## src/rtl/sprite_tile_latch.sv

```systemverilog
// sprite_tile_latch: captures a sprite tile's VRAM word pair (tile LSBs, then
// the attribute word), applies auto-animation substitution to the low tile
// bits and queues the decoded descriptor for the C-ROM fetch stage.
//
// Optional build macro AA_LINE_LATCH_EN: when defined, the animation frame is
// latched from AA_COUNT on each LINE_START pulse so every tile of a line uses
// the same frame. When undefined, AA_COUNT is used directly at the LOAD_HI edge.
//
// Handshake: TILE_VALID is high while the queue holds at least one entry; the
// head entry is popped on a rising edge where TILE_VALID=1 and TILE_ACK=1.
// Head outputs stay stable until that pop. TILE_ACK while empty is ignored.
module sprite_tile_latch #(
  parameter int DEPTH  = 2,
  parameter int TILE_W = 20
) (
  input  logic              CLK,
  input  logic              nRESET,
  input  logic [15:0]       VRAM_DATA,
  input  logic              LOAD_LO,
  input  logic              LOAD_HI,
  input  logic [2:0]        AA_COUNT,
  input  logic              AA_DISABLE,
  input  logic              LINE_START,
  input  logic              FLUSH,
  output logic [TILE_W-1:0] TILE,
  output logic [7:0]        PAL,
  output logic              FLIPX,
  output logic              FLIPY,
  output logic              TILE_VALID,
  input  logic              TILE_ACK,
  output logic              OVERFLOW
);

  localparam int PW = $clog2(DEPTH);
  localparam int CW = $clog2(DEPTH + 1);
  localparam int EW = TILE_W + 10;

  typedef enum logic {
    ST_IDLE    = 1'b0,
    ST_HAVE_LO = 1'b1
  } state_t;

  state_t            r_state;
  state_t            w_state_nxt;
  logic              w_push;
  logic              w_lo_load;
  logic [15:0]       r_lo;
  logic [2:0]        w_aa;
  logic [TILE_W-1:0] w_tile;
  logic [EW-1:0]     w_entry;

  logic [EW-1:0]     r_mem [DEPTH];
  logic [PW-1:0]     r_rd_ptr;
  logic [PW-1:0]     r_wr_ptr;
  logic [PW-1:0]     w_rd_nxt;
  logic [CW-1:0]     r_count;
  logic [CW-1:0]     w_cnt_nxt;
  logic              w_pop;
  logic              w_full;
  logic              w_push_ok;
  logic              w_drop;
  logic [EW-1:0]     w_head_nxt;
  logic [EW-1:0]     r_head;
  logic              r_ovf;

`ifdef AA_LINE_LATCH_EN
  logic [2:0] r_aa;

  // Latch the animation frame once per sprite line.
  always_ff @(posedge CLK or negedge nRESET) begin
    if (!nRESET)         r_aa <= 3'd0;
    else if (LINE_START) r_aa <= AA_COUNT;
  end

  assign w_aa = r_aa;
`else
  logic w_unused_line_start;
  assign w_unused_line_start = LINE_START;
  assign w_aa = AA_COUNT;
`endif

  // Capture FSM state and LO word register.
  always_ff @(posedge CLK or negedge nRESET) begin
    if (!nRESET) begin
      r_state <= ST_IDLE;
      r_lo    <= 16'h0000;
    end else begin
      r_state <= w_state_nxt;
      if (w_lo_load) r_lo <= VRAM_DATA;
    end
  end

  // Next-state decode: LOAD_HI wins over LOAD_LO, FLUSH wins over both.
  always_comb begin
    w_state_nxt = r_state;
    w_push      = 1'b0;
    w_lo_load   = 1'b0;
    if (FLUSH) begin
      w_state_nxt = ST_IDLE;
    end else if (LOAD_HI) begin
      if (r_state == ST_HAVE_LO) begin
        w_push      = 1'b1;
        w_state_nxt = ST_IDLE;
      end
    end else if (LOAD_LO) begin
      w_lo_load   = 1'b1;
      w_state_nxt = ST_HAVE_LO;
    end
  end

  // Descriptor build with auto-anim substitution (AA8 has priority over AA4).
  always_comb begin
    w_tile = {VRAM_DATA[7:4], r_lo};
    if (!AA_DISABLE) begin
      if (VRAM_DATA[3])      w_tile[2:0] = w_aa;
      else if (VRAM_DATA[2]) w_tile[1:0] = w_aa[1:0];
    end
    w_entry = {w_tile, VRAM_DATA[15:8], VRAM_DATA[1], VRAM_DATA[0]};
  end

  assign w_pop     = (r_count != '0) && TILE_ACK;
  assign w_full    = (r_count == CW'(DEPTH));
  assign w_push_ok = w_push && (!w_full || w_pop);
  assign w_drop    = w_push && w_full && !w_pop;
  assign w_rd_nxt  = w_pop ? r_rd_ptr + PW'(1) : r_rd_ptr;

  // Occupancy update and next head entry (bypass when the new head is being written).
  always_comb begin
    w_cnt_nxt = r_count;
    if (w_push_ok && !w_pop)      w_cnt_nxt = r_count + CW'(1);
    else if (!w_push_ok && w_pop) w_cnt_nxt = r_count - CW'(1);
    if (w_push_ok && (w_rd_nxt == r_wr_ptr)) w_head_nxt = w_entry;
    else                                     w_head_nxt = r_mem[w_rd_nxt];
  end

  // Queue storage, pointers, occupancy and sticky overflow.
  always_ff @(posedge CLK or negedge nRESET) begin
    if (!nRESET) begin
      for (int i = 0; i < DEPTH; i++) r_mem[i] <= '0;
      r_rd_ptr <= '0;
      r_wr_ptr <= '0;
      r_count  <= '0;
      r_ovf    <= 1'b0;
    end else if (FLUSH) begin
      r_rd_ptr <= '0;
      r_wr_ptr <= '0;
      r_count  <= '0;
      r_ovf    <= 1'b0;
    end else begin
      if (w_push_ok) begin
        r_mem[r_wr_ptr] <= w_entry;
        r_wr_ptr        <= r_wr_ptr + PW'(1);
      end
      r_rd_ptr <= w_rd_nxt;
      r_count  <= w_cnt_nxt;
      if (w_drop) r_ovf <= 1'b1;
    end
  end

  // Head output register: follows the queue head, holds its value when empty.
  always_ff @(posedge CLK or negedge nRESET) begin
    if (!nRESET)                           r_head <= '0;
    else if (!FLUSH && (w_cnt_nxt != '0))  r_head <= w_head_nxt;
  end

  assign {TILE, PAL, FLIPY, FLIPX} = r_head;
  assign TILE_VALID = (r_count != '0);
  assign OVERFLOW   = r_ovf;

endmodule

```

## config.mk

```make
export PLATFORM = sky130hd
export DESIGN_NAME = sprite_tile_latch
export DESIGN_NICKNAME = d
export VERILOG_FILES = /design/src/rtl/sprite_tile_latch.sv
export SDC_FILE = /design/constraint.sdc
export NUM_CORES = 1
export LEC_CHECK = 0
export BUFFER_PORTS_ARGS = -buffer_cell sky130_fd_sc_hd__buf_2
export CAP_MARGIN = 20
export CORE_MARGIN = 1.5
export CORE_UTILIZATION = 49
export DETAILED_ROUTE_END_ITERATION = 8
export HOLD_SLACK_MARGIN = 0.03
export PLACE_DENSITY_LB_ADDON = 0.2
export SKIP_LAST_GASP = 1
export SLEW_MARGIN = 20
export SYNTH_ARGS = -nofsm -noshare
export SYNTH_HDL_FRONTEND = slang
export SYNTH_SLANG_ARGS = --single-unit
```

## constraint.sdc

```tcl
create_clock -name CLK -period 3 [get_ports CLK]
set_clock_uncertainty 0.1 [all_clocks]
set_input_delay 0.15 -clock CLK [delete_from_list [all_inputs] [get_ports CLK]]
set_output_delay 0.15 -clock CLK [all_outputs]
set_load 0.01 [all_outputs]
```

==> results of run 1 <==
## worst min-delay path, stage by stage
cell,delay [ns]
buf_2,0.08
mux2i_1,0.11
a21oi_1,0.14
## routing by layer
layer / track usage / vias up / routed length [microns]
met4: 0.0608 / 0 / 182
li1: - / 2100 / -
met5: 0 / - / 0
met1: 0.292 / 2201 / 5970
met3: 0.0541 / 14 / 617
met2: 0.357 / 102 / 6230
## power by group through the flow
| stage | clock, uW | sequential [uW] | combinational, uW |
|---|---|---|---|
| after global placement | 0 | 2150 | 1620 |
| after detailed placement | 0 | 2160 | 1680 |
| after floorplan | 0 | 2180 | 1140 |
| final | 1230 | 2140 | 1700 |
| after CTS | 1270 | 2140 | 1710 |
| after global routing | 1320 | 2190 | 1910 |
## synth_stat cells (7+ instances only)
cell type	n
o31ai_1	7
a21oi_1	58
o21ai_0	57
mux2_2	65
nor2_1	11
buf_2	23
dfrtp_1	112
o31ai_2	18
a32o_1	25
clkbuf_1	14
nand2_1	86
## repair_timing
item,in CTS,in global routing
hold buffers,20,0
endpoints found under the setup margin,0,9
endpoints found under the hold margin,105,0
## cells by family (layout without fill, tap and decap cells)
family                     Yosys count  after routing  share of synthesized area
AOI/OAI and AO/OA                  184            184                      0.224
and+or+nand+nor                    118            118                     0.0891
DFF                                112            112                      0.488
muxes                               74             74                      0.144
xor gates and xnor gates             3              4                    0.00588
adders and majority gates            2              2                    0.00436
buffers and inverters               50            112                     0.0447
## metrics by stage
stage / worst slack, ns / hold slack, ns / instances / cell area (sq um) / util
after detailed placement: 0.175 / 0.190 / 712 / 6150 / 0.538
after global placement: 0.302 / 0.185 / 712 / 6150 / 0.538
after floorplan: 0.806 / -0.246 / 543 / 5740 / -
after global routing: 0.220 / 0.0938 / 749 / 6670 / 0.584
after CTS: 0.149 / 0.0573 / 748 / 6650 / 0.583
final: 0.386 / 0.0674 / 749 / 6670 / 0.584
## worst paths after layout
| check | startpoint | end | slack, ns | cells past startpoint |
|---|---|---|---|---|
| worst max register to register | r_count[1] | r_head[6] | 0.39 | 8 |
| worst min register to register | r_head[28] | r_head[28] | 0.37 | 2 |
| max in group asynchronous | nRESET | r_head[2] | 1.74 | 3 |
| worst max-delay path | r_count[1] | r_head[6] | 0.39 | 8 |
| min in group asynchronous | nRESET | r_count[0] | 0.32 | 2 |
| worst min-delay path | AA_COUNT[1] | r_mem[41] | 0.07 | 3 |
## registers in the layout, indices dropped and copies added, names as in the netlist
signal / count
r_wr_ptr: 1
OVERFLOW: 1
r_rd_ptr: 1
r_state: 1
r_count: 2
r_mem: 60
r_head: 30
r_lo: 16
## final cells by class
class / instances / area (sq um) / area share
inverter: 5 / 18.8 / 0.00281
timing repair buffer: 91 / 643 / 0.0964
sequential: 112 / 2800 / 0.420
clock buffer: 10 / 239 / 0.0358
tap: 143 / 179 / 0.0268
clock inverter: 6 / 68.8 / 0.0103
multi-input combinational: 382 / 2720 / 0.407
==> impl_metrics.tcl, run 1 <==
set metrics [dict create \
    status "finished clean" \
    pwr-share-seq 0.422 \
    drtIter0Drc 197 \
    combPwrFrac 0.336 \
    final_layout_size_suffix_gt1_frac 0.302 \
    cp.arrival_ns 2.74 \
    syn_area_per_cell_sq_um 10.6 \
    layout_common_cells "dfrtp_1 (111), nand2_1 (86), mux2_2 (65), a21oi_1 (58), o21ai_0 (57)" \
    root_buffer "clkbuf_16" \
    cts-buffers-inserted 9 \
    criticalPathCategory "reg2reg" \
    synth_nets 572 \
    ys.flop_type "dfrtp_1" \
    cts.path.max_buffers 2 \
    grt_use_total 0.219 \
    tritoncts "built" \
    synth-async-reset-ratio 1.00 \
    yosysTopAreaCell "dfrtp_1" \
    hold_violations 0 \
    max-cap-violations 0 \
    synth_seq_area_share 0.488 \
    period_minus_slack_ns 2.61 \
    slew_viol_final 0 \
    cts.reportedPaths.clkPinSlew_ns 0.08 \
    cts_setup_buffers 0 \
    start_util 0.503 \
    die_height_microns 111 \
    ir_drop_uv 599 \
    worst_setup_path_end_kind "register" \
    post_synth_num_cell_types 42 \
    worstMarginPinSlew_ns 1.03 \
    power_density_mw_per_mm2 760 \
    grt_max_degree 60 \
    p_sw_frac 0.346 \
    gp_congestion 0.764 \
    startpoint_type "register" \
    drc 0 \
    drt-total-wl_mm 13.0 \
    min_path_type "in2reg" \
    cts_resized 0 \
    path_buf_inv 1 \
    p_clk_frac 0.242 \
    clock_sinks 112 \
    path_cells "inv_1 > ha_1 > nand2b_4 > a211o_4 > nor2_4 > mux2_2 > mux2i_1 > o21ai_1" \
    min_period_over_period 0.871 \
    cp_slowest_cell "a211o_4" \
    grt_pass1_vias 4367 \
    netlist_instances 543 \
    dieWidth_microns 111 \
    p_int_uw 3310 \
    rsz0062_at_grt "no" \
    ant_nets 0 \
    antenna_found_initial 0 \
    power_uw 5070 \
    required_ns 3.13 \
    synth_top_area_frac 0.488 \
    area_delta_synth_final_pct 16.2 \
    ys_seq_elements 112 \
    n_antenna_cell 0 \
    power.switching_uw 1760 \
    io-pin-count 59 \
    crit_fanout 25 \
    dp_hpwl_mm 8.08 \
    core_sq_mm 0.0114 \
    nFillCells 983 \
    dieArea_sq_mm 0.0124 \
    fmax_mhz 383 \
    synth_edf_count 0 \
    cp_top_family "multiplexers" \
    routed-via-count 4417 \
    p_leak_uw 0.00306 \
    report.final.setup_viol 0 \
    final_nets 630 \
    htree_levels 3 \
    io_buffers 57 \
    grt_pass1_wl_mm 21.7 \
    first_pass_iters 4 \
    synthTopCellsByArea "dfrtp_1 (49%), mux2_2 (13%), nand2_1 (5.6%)" \
    fin_tns_setup_ns 0 \
    grt_overflow 0 \
    wl_per_cell_microns 17.3 \
    layout_commonest_cell "dfrtp_1" \
    vias_per_cell 5.90 \
    worstSkewPairLatency_ns 0.36 \
    slowest_delay_ns 0.49 \
    num_rows 39 \
    relSlewSlack 0.307 \
    syn-cell-area_sq_mm 0.00574 \
    yosys_warnings 0 \
]
(Power assumes the default switching activity.)
==> run 2: changes to the inputs <==
Settings changed: CORE_ASPECT_RATIO set to 0.6.
==> impl_metrics.tcl, run 2 (synthesis gave the netlist of run 1 again) <==
set metrics [dict create \
    relSlewSlack 0.488 \
    grt_pass1_vias 4397 \
    dieArea_sq_mm 0.0124 \
    cts_resized 0 \
    final_layout_size_suffix_gt1_frac 0.301 \
    max-cap-violations 0 \
    finish.utilization 0.588 \
    min_period_over_period 0.879 \
    path_cells "inv_1 > ha_1 > nand2b_4 > buf_4 > a211o_4 > buf_4 > nor3_1 > a311oi_1 > a221oi_2 > a21o_1" \
    ant_nets 0 \
    worstMarginPinSlew_ns 0.769 \
    worstSkewPairLatency_ns 0.34 \
    worst_setup_path_end_kind "register" \
    clock_sinks 112 \
    slowest_delay_ns 0.36 \
    final_nets 631 \
    dieWidth_microns 143 \
    period_minus_slack_ns 2.64 \
    path_buf_inv 3 \
    crit_fanout 31 \
    grt_overflow 0 \
    cts.reportedPaths.clkPinSlew_ns 0.07 \
    root_buffer "clkbuf_16" \
    htree_levels 3 \
    n_antenna_cell 0 \
    crit-reg2reg-launch "r_count[0]" \
    routed-via-count 4470 \
    fmax_mhz 379 \
    ir_drop_uv 342 \
    cts-buffers-inserted 9 \
    vias_per_cell 5.84 \
    cts.path.max_buffers 2 \
    area_delta_synth_final_pct 16.5 \
    io_buffers 57 \
    fin_tns_setup_ns 0 \
    antenna_found_initial 1 \
    required_ns 3.13 \
    power_density_mw_per_mm2 748 \
    startpoint "r_count[0]" \
    rsz0062_at_grt "no" \
    grt_max_degree 61 \
    startpoint_type "register" \
    criticalPathCategory "reg2reg" \
    min_path_type "in2reg" \
    largest_register_ffs 60 \
    first_pass_iters 5 \
    fin_cells 765 \
    grt_pass1_wl_mm 21.7 \
    num_rows 30 \
    layout_commonest_cell "dfrtp_1" \
    layout_common_cells "dfrtp_1 (111), nand2_1 (86), mux2_2 (65), a21oi_1 (58), o21ai_0 (57)" \
    nFillCells 950 \
    drt-total-wl_mm 13.3 \
    report.final.setup_viol 0 \
    status "finished clean" \
    hold_violations 0 \
    cp.arrival_ns 2.77 \
    largestRegisters "r_mem (60), r_head (30), r_lo (16)" \
    crit_top_cell "buf_4" \
    core_sq_mm 0.0114 \
    io-pin-count 59 \
    hp-start "AA_COUNT[0]" \
    drc 0 \
    die_height_microns 86.9 \
    p_leak_uw 0.00306 \
    largest-register "r_mem" \
    cp_slowest_cell "dfrtp_1" \
    slew_viol_final 0 \
    tritoncts "built" \
    start_util 0.505 \
    drtIter0Drc 253 \
    wl_per_cell_microns 17.4 \
    cp_top_family "compound AO/OA/AOI/OAI gates" \
    dp_hpwl_mm 8.39 \
    grt_use_total 0.227 \
    dp.cells 730 \
    gp_congestion 0.748 \
]
run 2: per-stage QoR:
stage | total power, uW | worst slack, ns | instance area [sq um] | hold WS [ns]
after global routing | 5340 | 0.133 | 6690 | 0.114
after detailed placement | 3870 | 0.0796 | 6190 | 0.184
after CTS | 5010 | 0.102 | 6660 | 0.0879
final | 5000 | 0.363 | 6690 | 0.0854
after floorplan | 3320 | 0.806 | 5740 | -0.246
after global placement | 3790 | 0.245 | 6190 | 0.186
run 2: metal layers:
layer,routed length [microns],share of wire,global-route usage,up-vias
met2,6010,0.45,0.359,136
met4,132,0.0099,0.0722,0
met1,6300,0.47,0.315,2231
met3,868,0.065,0.0495,11
met5,0,0,0,-
li1,-,-,-,2092
run 2: worst min-delay path, delay by kind of cell:
kind,cells,cell delay [ns]
mux,1,0.12
compound gates,1,0.14
buf+inv,1,0.08
run 2: final timing paths:
| path | to | slack (ns) | cells past startpoint |
|---|---|---|---|
| hold reg to reg | r_head[11] | 0.37 | 1 |
| min in group asynchronous | r_head[12] | 0.33 | 2 |
| hold / removal | r_mem[40] | 0.09 | 3 |
| setup / recovery | r_head[11] | 0.36 | 10 |
| max in group asynchronous | r_head[5] | 1.70 | 3 |
| setup reg to reg | r_head[11] | 0.36 | 10 |
run 2: layout make-up:
cell class / count / area [sq um] / share of cell area
multi-input combinational: 381 / 2700 / 0.404
tap: 160 / 200 / 0.0299
sequential: 112 / 2800 / 0.419
clock inverter: 3 / 18.8 / 0.00281
timing repair buffer: 93 / 691 / 0.103
inverter: 5 / 18.8 / 0.00281
clock buffer: 11 / 253 / 0.0378
run 2: where the power goes:
part | switching, uW | internal, uW
clock network | 519 | 599
logic | 966 | 774
registers | 252 | 1900
run 2: what timing repair did:
item	4_1_cts	5_1_grt
setup buffers	0	0
hold endpoints to repair	102	0
hold buffers	20	0
endpoints found under the setup margin	0	0
==> run 3: changes to the inputs <==
Settings changed: CTS_BUF_LIST set to sky130_fd_sc_hd__clkbuf_8.
==> impl_metrics.tcl, run 3 (synthesis gave the netlist of run 1 again) <==
set metrics [dict create \
    status "finished clean" \
    cp_top_family "compound AO/OA/AOI/OAI gates" \
    final_nets 631 \
    cp_slowest_cell "dfrtp_1" \
    drtIter0Drc 230 \
    num_rows 30 \
    p_leak_uw 0.00301 \
    drc 0 \
    dieWidth_microns 143 \
    rsz0062_at_grt "no" \
    path_cells "inv_1 > ha_1 > nand2b_4 > buf_4 > a211o_4 > buf_4 > nor3_1 > a311oi_1 > a221oi_2 > a21o_1" \
    path_buf_inv 3 \
    grt_use_total 0.226 \
    wl_per_cell_microns 17.1 \
    report.final.setup_viol 0 \
    dp_hpwl_mm 8.39 \
    clock_sinks 112 \
    ff_latch_area_sq_mm 0.00280 \
    period_minus_slack_ns 2.65 \
    power.switching_uw 1700 \
    p_int_uw 3000 \
    final_layout_size_suffix_gt1_frac 0.301 \
    relSlewSlack 0.488 \
    drt-total-wl_mm 13.1 \
    crit_fanout 31 \
    core_sq_mm 0.0114 \
    gp_congestion 0.748 \
    p_sw_frac 0.361 \
    grt_max_degree 61 \
    power_density_mw_per_mm2 714 \
    cts.reportedPaths.clkPinSlew_ns 0.10 \
    grt_pass1_wl_mm 21.5 \
    io_buffers 57 \
    n_antenna_cell 0 \
    root_buffer "clkbuf_8" \
    pwr-share-seq 0.456 \
    crit-reg2reg-launch "r_count[0]" \
    cts-buffers-inserted 9 \
    required_ns 3.16 \
    p_clk_frac 0.175 \
    layout_common_cells "dfrtp_1 (111), nand2_1 (86), mux2_2 (65), a21oi_1 (58), o21ai_0 (57)" \
    start_util 0.505 \
    area_delta_synth_final_pct 14.7 \
    largest-register "r_mem" \
    die_height_microns 86.9 \
    htree_levels 3 \
    multi_input_area_sq_mm 0.00270 \
    layout_commonest_cell "dfrtp_1" \
    min_period_over_period 0.883 \
    hp-start "AA_COUNT[2]" \
    r2r_setup_slack_ns 0.35 \
    first_pass_iters 5 \
    ff2ff_path_depth 10 \
    slew_viol_final 0 \
    hold_violations 0 \
    ir_drop_uv 340 \
    nFillCells 967 \
    min_path_type "in2reg" \
    routed-via-count 4430 \
    io-pin-count 59 \
    worstMarginPinSlew_ns 0.768 \
    reg2reg_to "r_head[11]" \
    criticalPathCategory "reg2reg" \
    startpoint_type "register" \
    antenna_found_initial 1 \
    grt_overflow 0 \
    finish.utilization 0.579 \
    cts.path.max_buffers 2 \
    dieArea_sq_mm 0.0124 \
    slowest_delay_ns 0.37 \
    fin_tns_setup_ns 0 \
    crit_top_cell "buf_4" \
    cts_setup_buffers 0 \
    largest_register_ffs 60 \
    max-cap-violations 0 \
    holdPathEnd "r_mem[42]" \
    largestRegisters "r_mem (60), r_head (30), r_lo (16)" \
    ant_nets 0 \
    worstSkewPairLatency_ns 0.37 \
    worst_setup_path_end_kind "register" \
    holdPathStages 3 \
    cts_resized 0 \
    cp.arrival_ns 2.81 \
    tritoncts "built" \
    fmax_mhz 378 \
    grt_pass1_vias 4378 \
    vias_per_cell 5.79 \
    combPwrFrac 0.369 \
]
==> run 3: changes by cell type in the layout (fill, tap and decap cells not counted) <==
cell	before	now
clkbuf_16	9	0
clkbuf_8	2	11
==> run 3: worst max path at each step <==
stage / startpoint / cells past startpoint / to
final: r_count[0] / 10 / r_head[11]
after global routing: r_count[0] / 10 / r_head[11]
after CTS: r_count[0] / 8 / r_head[25]
after detailed placement: r_count[1] / 8 / r_head[25]
after global placement: r_count[1] / 8 / r_head[24]
after floorplan: r_count[1] / 8 / r_mem[26]
==> run 3: layer usage <==
layer / vias up / part of all wire / global-route usage
li1: 2094 / - / -
met1: 2215 / 0.48 / 0.311
met2: 112 / 0.46 / 0.357
met3: 9 / 0.048 / 0.0478
met4: 0 / 0.0089 / 0.0797
met5: - / 0 / 0
==> run 3: final cells by class <==
cell class | count | share of cell area
inverter | 5 | 0.00285
clock inverter | 3 | 0.00285
sequential | 112 | 0.426
timing repair buffer | 93 | 0.105
clock buffer | 11 | 0.0230
multi-input combinational | 381 | 0.410
tap | 160 | 0.0304
==> run 3: power groups by stage <==
| stage | clock, uW | sequential (uW) | combinational, uW |
|---|---|---|---|
| final | 823 | 2140 | 1730 |
| after global routing | 903 | 2190 | 1950 |
| after CTS | 854 | 2140 | 1720 |
| after detailed placement | 0 | 2170 | 1700 |
| after global placement | 0 | 2160 | 1640 |
| after floorplan | 0 | 2180 | 1140 |
==> run 3: metrics by stage <==
step	area [sq um]	instances	setup WS, ns	hold slack [ns]	total power [uW]
after floorplan	5740	543	0.806	-0.246	3320
after global placement	6190	730	0.245	0.186	3790
after detailed placement	6190	730	0.0796	0.184	3870
after CTS	6560	764	0.0949	0.0554	4720
after global routing	6590	765	0.122	0.0861	5040
final	6590	765	0.351	0.0690	4700
==> run 3: worst register-to-register path, delay by kind of cell (launching register included) <==
family | cells | cell delay (ns)
flops | 1 | 0.37
simple gates | 2 | 0.28
compound gates | 4 | 0.89
fa+ha+maj | 1 | 0.26
buf+inv | 3 | 0.63
==> run 3: timing repair <==
action	4_1_cts	5_1_grt
hold endpoints to repair	105	0
setup endpoints to repair	0	0
hold buffers	20	0
